$ cat src/rtl/time_setter.sv
// Key-driven editor for a BCD hh:mm:ss time: captures the live time, lets the
// user step hours/minutes/seconds, then hands the result back with a load pulse.
module time_setter #(
  parameter int BLINK_N = 24
) (
  input  logic        clk,
  input  logic        reset,
  input  logic        key_mode,
  input  logic        key_next,
  input  logic        key_inc,
  input  logic        key_dec,
  input  logic [23:0] cur_time,
  output logic [23:0] set_time,
  output logic        load,
  output logic        editing,
  output logic [5:0]  blank
);

  typedef enum logic [2:0] {IDLE, EDIT_H, EDIT_M, EDIT_S, COMMIT} state_t;

  state_t               state_q, state_d;
  logic [3:0]           keys;
  logic [3:0]           keys_prev_q;
  logic [3:0]           edges;
  logic [23:0]          shadow_q, shadow_d;
  logic [BLINK_N-1:0]   cnt_q, cnt_d;
  logic                 load_q, load_d;
  logic                 editing_q, editing_d;
  logic [5:0]           blank_q, blank_d;
  logic [23:0]          norm_time;
  logic [23:0]          step_up;
  logic [23:0]          step_dn;
  logic                 in_edit_d;

  // Bit order: 3 = mode, 2 = next, 1 = inc, 0 = dec.
  assign keys  = {key_mode, key_next, key_inc, key_dec};
  assign edges = keys & ~keys_prev_q;

  function automatic logic [7:0] norm_field(input logic [7:0] v, input logic [7:0] maxv);
    if (v[7:4] > 4'd9 || v[3:0] > 4'd9 || v > maxv) return 8'h00;
    return v;
  endfunction

  // With both digits <= 9, BCD bytes order the same as their numeric values.
  function automatic logic [7:0] bcd_step(input logic [7:0] v, input logic [7:0] maxv,
                                          input logic up);
    logic [7:0] r;
    if (up) begin
      if (v == maxv)             r = 8'h00;
      else if (v[3:0] == 4'd9)   r = {v[7:4] + 4'd1, 4'd0};
      else                       r = {v[7:4], v[3:0] + 4'd1};
    end else begin
      if (v == 8'h00)            r = maxv;
      else if (v[3:0] == 4'd0)   r = {v[7:4] - 4'd1, 4'd9};
      else                       r = {v[7:4], v[3:0] - 4'd1};
    end
    return r;
  endfunction

  genvar gi;
  generate
    for (gi = 0; gi < 3; gi++) begin : g_field
      localparam logic [7:0] MAXV = (gi == 2) ? 8'h23 : 8'h59;
      assign norm_time[gi*8 +: 8] = norm_field(cur_time[gi*8 +: 8], MAXV);
      assign step_up[gi*8 +: 8]   = bcd_step(shadow_q[gi*8 +: 8], MAXV, 1'b1);
      assign step_dn[gi*8 +: 8]   = bcd_step(shadow_q[gi*8 +: 8], MAXV, 1'b0);
    end
  endgenerate

  always_comb begin
    state_d  = state_q;
    shadow_d = shadow_q;
    load_d   = 1'b0;
    case (state_q)
      IDLE: begin
        if (edges[3]) begin
          state_d  = EDIT_H;
          shadow_d = norm_time;
        end
      end
      EDIT_H, EDIT_M, EDIT_S: begin
        if (edges[3]) begin
          state_d = COMMIT;
          load_d  = 1'b1;
        end else if (edges[2]) begin
          state_d = (state_q == EDIT_H) ? EDIT_M :
                    (state_q == EDIT_M) ? EDIT_S : EDIT_H;
        end else if (edges[1] ^ edges[0]) begin
          case (state_q)
            EDIT_H:  shadow_d[23:16] = edges[1] ? step_up[23:16] : step_dn[23:16];
            EDIT_M:  shadow_d[15:8]  = edges[1] ? step_up[15:8]  : step_dn[15:8];
            default: shadow_d[7:0]   = edges[1] ? step_up[7:0]   : step_dn[7:0];
          endcase
        end
      end
      COMMIT:  state_d = IDLE;
      default: state_d = IDLE;
    endcase

    in_edit_d = (state_d == EDIT_H) || (state_d == EDIT_M) || (state_d == EDIT_S);
    editing_d = in_edit_d;

    // Blink phase restarts on entering edit and on every field change.
    if (!in_edit_d)                        cnt_d = '0;
    else if (state_q == IDLE || edges[2])  cnt_d = '0;
    else                                   cnt_d = cnt_q + BLINK_N'(1);

    blank_d = 6'b000000;
    if (in_edit_d && cnt_d[BLINK_N-1]) begin
      case (state_d)
        EDIT_H:  blank_d = 6'b110000;
        EDIT_M:  blank_d = 6'b001100;
        default: blank_d = 6'b000011;
      endcase
    end
  end

  always_ff @(posedge clk) begin
    keys_prev_q <= keys;
    if (reset) begin
      state_q   <= IDLE;
      shadow_q  <= '0;
      cnt_q     <= '0;
      load_q    <= 1'b0;
      editing_q <= 1'b0;
      blank_q   <= '0;
    end else begin
      state_q   <= state_d;
      shadow_q  <= shadow_d;
      cnt_q     <= cnt_d;
      load_q    <= load_d;
      editing_q <= editing_d;
      blank_q   <= blank_d;
    end
  end

  assign set_time = shadow_q;
  assign load     = load_q;
  assign editing  = editing_q;
  assign blank    = blank_q;

endmodule

$ cat config.mk
export PLATFORM = sky130hd
export DESIGN_NAME = time_setter
export DESIGN_NICKNAME = d
export VERILOG_FILES = /design/src/rtl/time_setter.sv
export SDC_FILE = /design/constraint.sdc
export NUM_CORES = 1
export LEC_CHECK = 0
export CORE_MARGIN = 2
export CORE_UTILIZATION = 58
export DETAILED_ROUTE_END_ITERATION = 8
export PLACE_DENSITY_LB_ADDON = 0.05
export SYNTH_ARGS = -nofsm -noshare
export SYNTH_HDL_FRONTEND = slang
export SYNTH_SLANG_ARGS = --single-unit
$ cat constraint.sdc
create_clock -name clk -period 5.4 [get_ports clk]
set_input_delay 1.35 -clock clk [delete_from_list [all_inputs] [get_ports clk]]
set_output_delay 1.35 -clock clk [all_outputs]
set_load 0.03 [all_outputs]
# Yosys cells after proc, flatten, opt, wreduce, memory -nomap -nowiden

Index checks and enable logic that the tools add are counted.

Output and inout port bits: 32
Register bits after elaboration: 63

Equal/unequal tests: 25
$lt $le $gt $ge: 9
Bitwise logic cells: 6
Mux-type cells: 42
Reduce and logical (&&, ||, !) cells: 29
$add $sub $neg: 13

Operator list:

| operator                                                                        | number |
|---|---|
| 8-bit two-way mux                                                               | 24 |
| 24-bit two-way mux                                                              | 6 |
| 24-bit case mux with 2 select lines                                             | 1 |
| 24-bit by 1-bit adder with 24-bit output, second input constant                 | 1 |
| 4-bit by 1-bit adder with 4-bit output, second input constant                   | 6 |
| 4-bit greater-than comparator, second input constant                            | 6 |
| 8-bit zero test                                                                 | 3 |
| 4-bit != test, second input constant                                            | 6 |
| 8-bit AND reduction                                                             | 3 |
| 4-bit by 1-bit subtractor with 4-bit output, second input constant              | 6 |
| 6-bit AND reduction                                                             | 3 |
| 8-bit by 7-bit == test with 1-bit output, second input constant                 | 2 |
| 8-bit by 7-bit greater-than comparator with 1-bit output, second input constant | 2 |
| 2-bit != test, second input constant                                            | 7 |
| 3-bit by 2-bit == test with 1-bit output, second input constant                 | 4 |
| 4-bit == test, second input constant                                            | 3 |
| 4-bit zero test                                                                 | 3 |
| 6-bit case mux with 2 select lines                                              | 1 |
| 1-bit logical OR                                                                | 9 |
| 3-bit two-way mux                                                               | 3 |
| 8-bit by 6-bit == test with 1-bit output, second input constant                 | 1 |
| 8-bit by 6-bit greater-than comparator with 1-bit output, second input constant | 1 |
| 3-bit by 1-bit == test with 1-bit output, second input constant                 | 2 |
| 3-bit case mux with 2 select lines                                              | 1 |
| 11 further kinds                                                                | 20 |

# Logic depth before layout (Yosys ltp)

Gate-level depths: netlist of the first run.

Depth after elaboration: 13
Gate-level depth with buffers: 8

# Least setup slack after synthesis of the first run

Ideal clock, no wire load.

Kind: input port to flip-flop
Start: input port key_next
End: register shadow_q[2] (netlist: set_time[2])
Arrival: 2504 ps
Stages: 7
Required time: 5283 ps
Setup slack: 2779 ps
Buffers on the path: 2
Cells stage by stage: nor2b_1 > clkbuf_1 > nor2_1 > a31o_2 > buf_2 > o21ai_0 > a32o_1

Longest elaborated chain between the ends: 3

RTL lines:

| element                       | line | text |
|---|---|---|
| start: declaration            | 9    | `input logic key_next,` |
| 4-bit AND                     | 37   | `assign edges = keys & ~keys_prev_q;` |
| 2-bit != test (no line)       | --   |  |
| 6-bit AND reduction (no line) | --   |  |
| end signal: assignment        | 129  | `shadow_q <= shadow_d;` |
| end: declaration              | 25   | `logic [23:0] shadow_q, shadow_d;` |

No other way between the ends.
A chain may end at the register's enable or synchronous reset.

# Worst setup path in the final report of the first run

Start: input port key_inc
End: register shadow_q[7] (netlist: set_time[7])

Longest elaborated chain between the ends: 7
Elaborated cells between the ends (all ways): 12
Classes of those cells: 3 x eq/ne; 6 x mux; 2 x bitwise; 1 x reduce/logical

RTL lines:

| element                             | line | text |
|---|---|---|
| start: declaration                  | 10   | `input logic key_inc,` |
| 4-bit AND *                         | 37   |  |
| 8-bit two-way mux                   | 92   | `default: shadow_d[7:0] = edges[1] ? step_up[7:0] : step_dn[7:0];` |
| 8-bit two-way mux                   | 89   | `case (state_q)` |
| 24-bit two-way mux                  | 88   | `end else if (edges[1] ^ edges[0]) begin` |
| 24-bit two-way mux                  | 85   | `end else if (edges[2]) begin` |
| 24-bit two-way mux                  | 82   | `if (edges[3]) begin` |
| 24-bit case mux with 2 select lines | 74   | `case (state_q)` |

Every way passes the cells marked *; elsewhere a longest branch is shown, timed or not. The select of a mux whose other input is x is not followed.

==> flow_summary.ini, run 1 <==
[floorplan]
die_w_um = 85.40
rows = 29
initial_utilization_pct = 60.17
boundaryPins = 62
die-area_mm2 = 0.007292
die_h_um = 85.40
core_area_mm2 = 0.006386

[global_routing]
track_usage_pct = 27.19
antenna_found_initial = 0
grt_max_degree = 27
grt-ovfl-total = 0
grt_pass1_vias = 3492
grt_pass1_wl_um = 16150

[final_layout]
fillers = 525
drive_gt1_share_pct = 6.215
final_nets = 577
final_common_cell = clkdlybuf4s50_1
diodes = 0
multiInputGateArea_mm2 = 0.002392
final_cell_mix = 61 x clkdlybuf4s50_1, 60 x dfxtp_1, 59 x nor2_1
area_growth_pct = 20.94
seq_area_mm2 = 0.001201

[routing]
first_iter_violations = 261
wl_per_cell_um = 15.95
wl_um = 9697
drc_errors = 0
via_count = 3823
first_pass_iters = 5
ant_nets = 0
via_per_inst = 6.288

[clocking]
cts.sinks = 60
cts_setup_buffers = 0
clk_pin_slew_ns = 0.07
cts_hold_repair.buffers = 0
clk-insertion-delay-late_ns = 0.35
clock-root-buffer = clkbuf_8
post_cts_resized = 0
ctsLongestPathBuffers = 2
tritoncts = yes
cts_buffers = 9
h-tree-depth = 3

[placement]
portBuffers = 61
dp_hpwl_um = 6990
place_ws_ns = 1.867
gp_congestion = 0.9139

[worst_setup_path]
reg2reg_from = set_time[0]
reg2reg_to = set_time[6]
end_kind = flip-flop
worstPathRequired_ns = 5.60
crit_arrival_ns = 3.49
crit_fanout = 16
cp-start-kind = input pin
reg2regPathDepth = 7
r2r_slack_ns = 3.17
crit_type = in -> reg

[synth]
ys_seq_area_share_pct = 31.26
synth_compound_area_share_pct = 24.62
synthXorXnorAreaFrac_pct = 5.894
muxShareOfSynthArea_pct = 0.8141
synth_fa_ha_area_share_pct = 6.838
synth_top_area_cell = dfxtp_1
syn_area_mm2 = 0.003842
ys.flop_type = dfxtp_1
synthCells = 479
syn_nets = 530
synth.distinct_cells = 66
synth_top_family_by_area = compound AO/OA/AOI/OAI gates
synth-edff-count = 0
synthArstFlopShare_pct = 0
syn_avg_cell_area_um2 = 8.022
synth_top_area_share_pct = 31.26
synthTopCellsByArea = dfxtp_1 31%, ha_1 6.8%, nor2_1 5.8%
ys_seq_elements = 60
synth_simple_gate_area_share_pct = 24.10
yosys_warnings = 0

[power]
leakage_nw = 1.613
irDropWorstVdd_uv = 216.7
power_density_mw_per_mm2 = 253.7

[timing]
slew_headroom_pct = 50.64
hold_violations = 0
final.setup.tns_ns = 0
setup_violations = 0
tightestPinTransition_ns = 0.7404
fin_crit_ns = 3.280
period_share_pct = 60.74
worst_slack_ns = 2.120
drv_slew = 0
clock.fmax_mhz = 304.9
fin_worst_skew_ns = 0.01495
rsz0062_at_grt = false

[hold_path]
hold_end = cnt_q[0]
hp-class = reg -> reg
min_delay_path_depth = 1
hp-start = cnt_q[0]

[flow_run]
maxCapViolCount = 0

[status]
status = completed
-- stage by stage --
stage	instance area (µm²)	power, mW	std cells	util [%]	hold WS (ns)
finish	4647	1.179	608	72.77	0.4784
global route	4647	1.224	608	72.77	0.5283
CTS	4647	1.180	608	72.77	0.4792
detailed placement	4424	0.7255	592	69.28	0.4700
global placement	4424	0.7211	592	69.28	0.4452
floorplan	3842	0.6459	479	-	0.4300
-- registers in the layout, indices dropped and copies added (netlist names) --
register     flops
editing          1
cnt_q           24
set_time        24
state_q          3
keys_prev_q      4
load             1
blank            3
-- worst max-delay path by stage --
stage	from	to	slack (ns)	cells past startpoint
after floorplan	key_next	set_time[2]	2.78	7
after global placement	key_inc	set_time[7]	1.93	6
after detailed placement	key_inc	set_time[14]	1.87	6
after CTS	key_inc	set_time[7]	2.22	6
after global routing	key_inc	set_time[15]	2.00	6
final	key_inc	set_time[7]	2.12	6
-- Yosys cell counts, drive strengths merged (3+ instances only) --
cell type,n
dfxtp,60
nor2,59
a21oi,29
inv,27
o21ai,26
nand2,24
ha,21
buf,18
nand3,16
nor3,15
nand4,13
xnor2,13
a31oi,12
xor2,12
a211oi,11
a311oi,10
clkbuf,10
and3,8
nor3b,8
and2,5
nor4,5
o22ai,5
a22oi,4
nor2b,4
o221ai,4
o31ai,4
or3,4
a221oi,3
a32o,3
a41oi,3
and3b,3
nand2b,3
nand3b,3
o21bai,3
or3b,3
-- area by class of cell --
| cell class | count | share of cell area, % |
|---|---|---|
| clock buffer | 9 | 2.666 |
| clock inverter | 7 | 2.127 |
| inverter | 27 | 2.181 |
| sequential | 60 | 25.85 |
| tap | 77 | 2.073 |
| timing repair buffer | 64 | 13.62 |
| multi-input combinational | 364 | 51.48 |
-- worst max-delay path, cell delays in order --
cell             delay, ns
clkdlybuf4s50_1       0.50
nand2b_1              0.38
xnor2_2               0.42
a31oi_1               0.27
o311ai_0              0.43
o31ai_1               0.13
-- power by group --
part / internal (mW) / switching (mW) / total, mW
Sequential: 0.457 / 0.0278 / 0.485
Clock: 0.262 / 0.196 / 0.458
Combinational: 0.102 / 0.135 / 0.236
-- cells by family after synthesis --
kind of cell               after synthesis
buffers and inverters                   55
AOI/OAI and AO/OA                      137
and+or+nand+nor                        178
adders and majority gates               21
muxes                                    3
DFF                                     60
xor gates and xnor gates                25
-- metal layers --
layer	global-route usage [%]	vias up	wire length [µm]	part of all wire [%]
li1	-	1867	-	-
met1	38.41	1782	4501	46
met2	42.19	160	4332	45
met3	5.156	14	735	7.6
met4	8.225	0	127	1.3
met5	0	-	0	0
Note: power is estimated with default switching activity, not from simulation.
==> run 2: changes to the inputs <==
--- a/config.mk
+++ b/config.mk
@@ -6,7 +6,7 @@
 export NUM_CORES = 1
 export LEC_CHECK = 0
 export CORE_MARGIN = 2
-export CORE_UTILIZATION = 58
+export CORE_UTILIZATION = 49
 export DETAILED_ROUTE_END_ITERATION = 8
 export PLACE_DENSITY_LB_ADDON = 0.05
 export SYNTH_ARGS = -nofsm -noshare
==> constraint.sdc (replaced) <==
create_clock -name clk -period 3 [get_ports clk]
set_input_delay 0.75 -clock clk [delete_from_list [all_inputs] [get_ports clk]]
set_output_delay 0.75 -clock clk [all_outputs]
set_load 0.03 [all_outputs]
==> flow_summary.ini, run 2 (synthesized netlist as in run 1, its figures left out) <==
[placement]
dp_cells = 619
portBuffers = 61
place_area_mm2 = 0.004471
gp_congestion = 0.9757
dp_hpwl_um = 7107

[clocking]
clk-insertion-delay-late_ns = 0.35
ctsLongestPathBuffers = 2
cts.sinks = 60
clk_pin_slew_ns = 0.08
post_cts_resized = 0
tritoncts = yes
clock-root-buffer = clkbuf_8
cts_buffers = 9
cts_setup_buffers = 0
cts_hold_repair.buffers = 0
h-tree-depth = 3

[routing]
via_count = 3756
wl_per_cell_um = 15.45
via_per_inst = 5.915
first_pass_iters = 5
drc_errors = 0
ant_nets = 0
first_iter_violations = 183
wl_um = 9810

[hold_path]
hp-start = cnt_q[0]
hold_end = cnt_q[0]
hp-class = reg -> reg
min_delay_path_depth = 1

[final_layout]
stdcell_count = 635
area_growth_pct = 21.52
final_common_cell = clkdlybuf4s50_1
fin_area_mm2 = 0.004669
diodes = 0
final_cell_mix = 61 x clkdlybuf4s50_1, 60 x dfxtp_1, 59 x nor2_1
final_nets = 579
drive_gt1_share_pct = 6.567

[power]
leakage_nw = 1.617
p_comb_share_pct = 20.9
sw_frac_of_total_pct = 31.84
seqPwrFrac_pct = 42.6
p_clk_share_pct = 36.6
power_mw = 2.047
total_switching_power_uw = 651.6
power_density_mw_per_mm2 = 438.4
irDropWorstVdd_uv = 246.2
intPower_mw = 1.395

[flow_run]
maxCapViolCount = 0

[timing]
final.setup.tns_ns = 0
hold_violations = 0
period_share_pct = 80.24
slew_headroom_pct = 43.87
clock.fmax_mhz = 415.4
setup_violations = 0
tightestPinTransition_ns = 0.8402
rsz0062_at_grt = false
holdWs_ns = 0.4680
fin_worst_skew_ns = 0.008580
fin_crit_ns = 2.407
drv_slew = 0

[worst_setup_path]
reg2reg_to = set_time[5]
cp_slowest_cell = clkdlybuf4s50_1
crit_arrival_ns = 1.66
cpPeakStageDelay_ns = 0.77
critPathTopFamily = buffers and inverters
end_kind = primary output
cp_num_buf_inv = 1
cp_cell_sequence = clkdlybuf4s50_1
r2r_slack_ns = 0.66
worstPathRequired_ns = 2.25
crit_type = reg -> out
reg2reg_from = state_q[0]
reg2regPathDepth = 6
crit_fanout = 10
cp-start-kind = flip-flop

[global_routing]
grt_max_degree = 26
antenna_found_initial = 0
track_usage_pct = 23.39
grt_pass1_wl_um = 16150
grt_pass1_vias = 3398
grt-ovfl-total = 0

[floorplan]
rows = 32
core_area_mm2 = 0.007647
die_w_um = 92.56
boundaryPins = 62
initial_utilization_pct = 50.25
die-area_mm2 = 0.008566
die_h_um = 92.56

[status]
status = completed
## run 2: area by class of cell
class | count | area (µm²)
fillers | 698 | 2978
multi-input cells | 364 | 2392
flip-flops and latches | 60 | 1201
repair buffers | 66 | 648.1
well taps | 102 | 127.6
clock buffers | 9 | 123.9
inverters | 27 | 101.3
clock inverters | 7 | 75.07
## run 2: metal layers
layer | part of all wire, % | wire, µm | global-route usage, %
met5 | 0 | 0 | 0
met4 | 1.0 | 101 | 9.328
met3 | 7.5 | 731 | 5.370
met2 | 43 | 4198 | 34.18
met1 | 49 | 4778 | 33.16
## run 2: how the worst max path moves through the flow
stage,to,cells after the start,startpoint,slack (ns)
floorplan,set_time[22],7,set_time[17],0.89
global placement,set_time[15],7,key_inc,0.35
detailed placement,set_time[15],7,key_inc,0.26
CTS,set_time[8],1,set_time[8],0.59
global route,set_time[14],6,key_mode,0.43
finish,set_time[8],1,set_time[8],0.59
## run 2: metrics by stage
| stage | utilization [%] | setup slack, ns |
|---|---|---|
| 6_report | 61.06 | 0.5927 |
| 5_1_grt | 61.06 | 0.4326 |
| 4_1_cts | 61.06 | 0.5934 |
| 3_5_place_dp | 58.46 | 0.2591 |
| 3_3_place_gp | 58.46 | 0.3491 |
| 2_1_floorplan | - | 0.8938 |
## run 2: power by group through the flow
stage / sequential, mW / combinational, mW / clock [mW]
finish: 0.872 / 0.427 / 0.748
global route: 0.877 / 0.466 / 0.796
CTS: 0.870 / 0.423 / 0.759
detailed placement: 0.888 / 0.421 / 0
global placement: 0.889 / 0.414 / 0
floorplan: 0.910 / 0.252 / 0
==> run 3: changes to the inputs <==
--- a/config.mk
+++ b/config.mk
@@ -6,7 +6,7 @@
 export NUM_CORES = 1
 export LEC_CHECK = 0
 export CORE_MARGIN = 2
-export CORE_UTILIZATION = 49
+export CORE_UTILIZATION = 54
 export DETAILED_ROUTE_END_ITERATION = 8
 export PLACE_DENSITY_LB_ADDON = 0.05
 export SYNTH_ARGS = -nofsm -noshare
==> constraint.sdc (replaced) <==
create_clock -name clk -period 2.4 [get_ports clk]
set_input_delay 0.6 -clock clk [delete_from_list [all_inputs] [get_ports clk]]
set_output_delay 0.6 -clock clk [all_outputs]
set_load 0.03 [all_outputs]
==> flow_summary.ini, run 3 (synthesized netlist as in run 1, its figures left out) <==
[worst_setup_path]
cp_num_cells = 1
crit_type = reg -> out
cp_cell_sequence = clkdlybuf4s50_1
worstPathRequired_ns = 1.80
cp_num_buf_inv = 1
cp-start-kind = flip-flop
crit_fanout = 12
cp_slowest_cell = clkdlybuf4s50_1
end_kind = primary output
r2r_slack_ns = 0.30
reg2reg_from = set_time[0]
reg2reg_to = set_time[5]
critPathTopFamily = buffers and inverters
cpPeakStageDelay_ns = 0.75
crit_arrival_ns = 1.62
reg2regPathDepth = 7

[power]
intPower_mw = 1.861
irDropWorstVdd_uv = 318.8
seqPwrFrac_pct = 40.8
power_density_mw_per_mm2 = 553.5
p_clk_share_pct = 38.0
leakage_nw = 1.689
p_comb_share_pct = 21.3
sw_frac_of_total_pct = 29.84
total_switching_power_uw = 791.6

[floorplan]
die_w_um = 88.36
die_h_um = 88.36
boundaryPins = 62
initial_utilization_pct = 56.25
die-area_mm2 = 0.007807
core_area_mm2 = 0.006832
rows = 30

[clocking]
cts.sinks = 60
cts_hold_repair.buffers = 0
ctsLongestPathBuffers = 2
post_cts_resized = 0
clk_pin_slew_ns = 0.07
clock-root-buffer = clkbuf_8
clk-insertion-delay-late_ns = 0.33
cts_setup_buffers = 0
tritoncts = yes
h-tree-depth = 3
cts_buffers = 9

[timing]
clock.fmax_mhz = 449.9
setup_violations = 0
slew_headroom_pct = 58.27
tightestPinTransition_ns = 0.6237
drv_slew = 0
rsz0062_at_grt = false
fin_crit_ns = 2.223
period_share_pct = 92.62
hold_violations = 0
final.setup.tns_ns = 0
fin_worst_skew_ns = 0.009746

[placement]
gp_congestion = 0.9174
place_area_mm2 = 0.004576
dp_hpwl_um = 7206
dp_cells = 628
portBuffers = 61

[routing]
wl_per_cell_um = 15.39
via_count = 3919
first_iter_violations = 243
wl_um = 9911
drc_errors = 0
ant_nets = 0
first_pass_iters = 5
via_per_inst = 6.085

[hold_path]
hp-start = cnt_q[0]
min_delay_path_depth = 1
hold_end = cnt_q[0]
hp-class = reg -> reg

[final_layout]
area_growth_pct = 24.72
diodes = 0
fin_area_mm2 = 0.004792
stdcell_count = 644
finish.utilization_pct = 70.15
final_nets = 594
final_cell_mix = 61 x clkdlybuf4s50_1, 60 x dfxtp_1, 59 x nor2_1
final_common_cell = clkdlybuf4s50_1
drive_gt1_share_pct = 8.942

[global_routing]
antenna_found_initial = 0
grt_pass1_wl_um = 16070
grt_pass1_vias = 3531
grt-ovfl-total = 0
grt_max_degree = 26
track_usage_pct = 25.78

[flow_run]
maxCapViolCount = 0

[status]
status = completed
run 3: cell type report:
type	instances	area [µm²]
Tap cell	96	120.1
Timing Repair Buffer	81	760.7
Fill cell	580	2039
Clock inverter	6	88.84
Clock buffer	10	127.6
Multi-Input combinational cell	364	2392
Inverter	27	101.3
Sequential cell	60	1201
run 3: power by group through the flow:
stage | combinational [mW] | sequential, mW | clock, mW
6_report | 0.564 | 1.08 | 1.01
5_1_grt | 0.616 | 1.09 | 1.06
4_1_cts | 0.559 | 1.08 | 1.02
3_5_place_dp | 0.554 | 1.10 | 0
3_3_place_gp | 0.544 | 1.10 | 0
2_1_floorplan | 0.315 | 1.14 | 0
run 3: how the worst max path moves through the flow:
stage / start / slack [ns] / to
after detailed placement: key_next / -0.1 / set_time[4]
final: set_time[2] / 0.18 / set_time[2]
after CTS: set_time[3] / 0.18 / set_time[3]
after global routing: key_inc / 0.02 / set_time[7]
after global placement: key_inc / -0.08 / set_time[4]
after floorplan: set_time[17] / 0.29 / set_time[22]
run 3: through the flow:
| stage | total power [mW] | hold slack (ns) | worst slack, ns |
|---|---|---|---|
| after floorplan | 1.453 | 0.4300 | 0.2938 |
| final | 2.653 | 0.4753 | 0.1771 |
| after detailed placement | 1.656 | 0.4572 | -0.09670 |
| after global routing | 2.764 | 0.5150 | 0.02463 |
| after CTS | 2.659 | 0.4755 | 0.1821 |
| after global placement | 1.646 | 0.4420 | -0.07834 |
run 3: layer usage:
| metal | global-route usage, % | wire (µm) | up-vias |
|---|---|---|---|
| li1 | - | - | 1889 |
| met1 | 35.06 | 4505 | 1849 |
| met2 | 41.97 | 4576 | 161 |
| met3 | 4.478 | 667 | 20 |
| met4 | 7.851 | 161 | 0 |
| met5 | 0 | 0 | - |
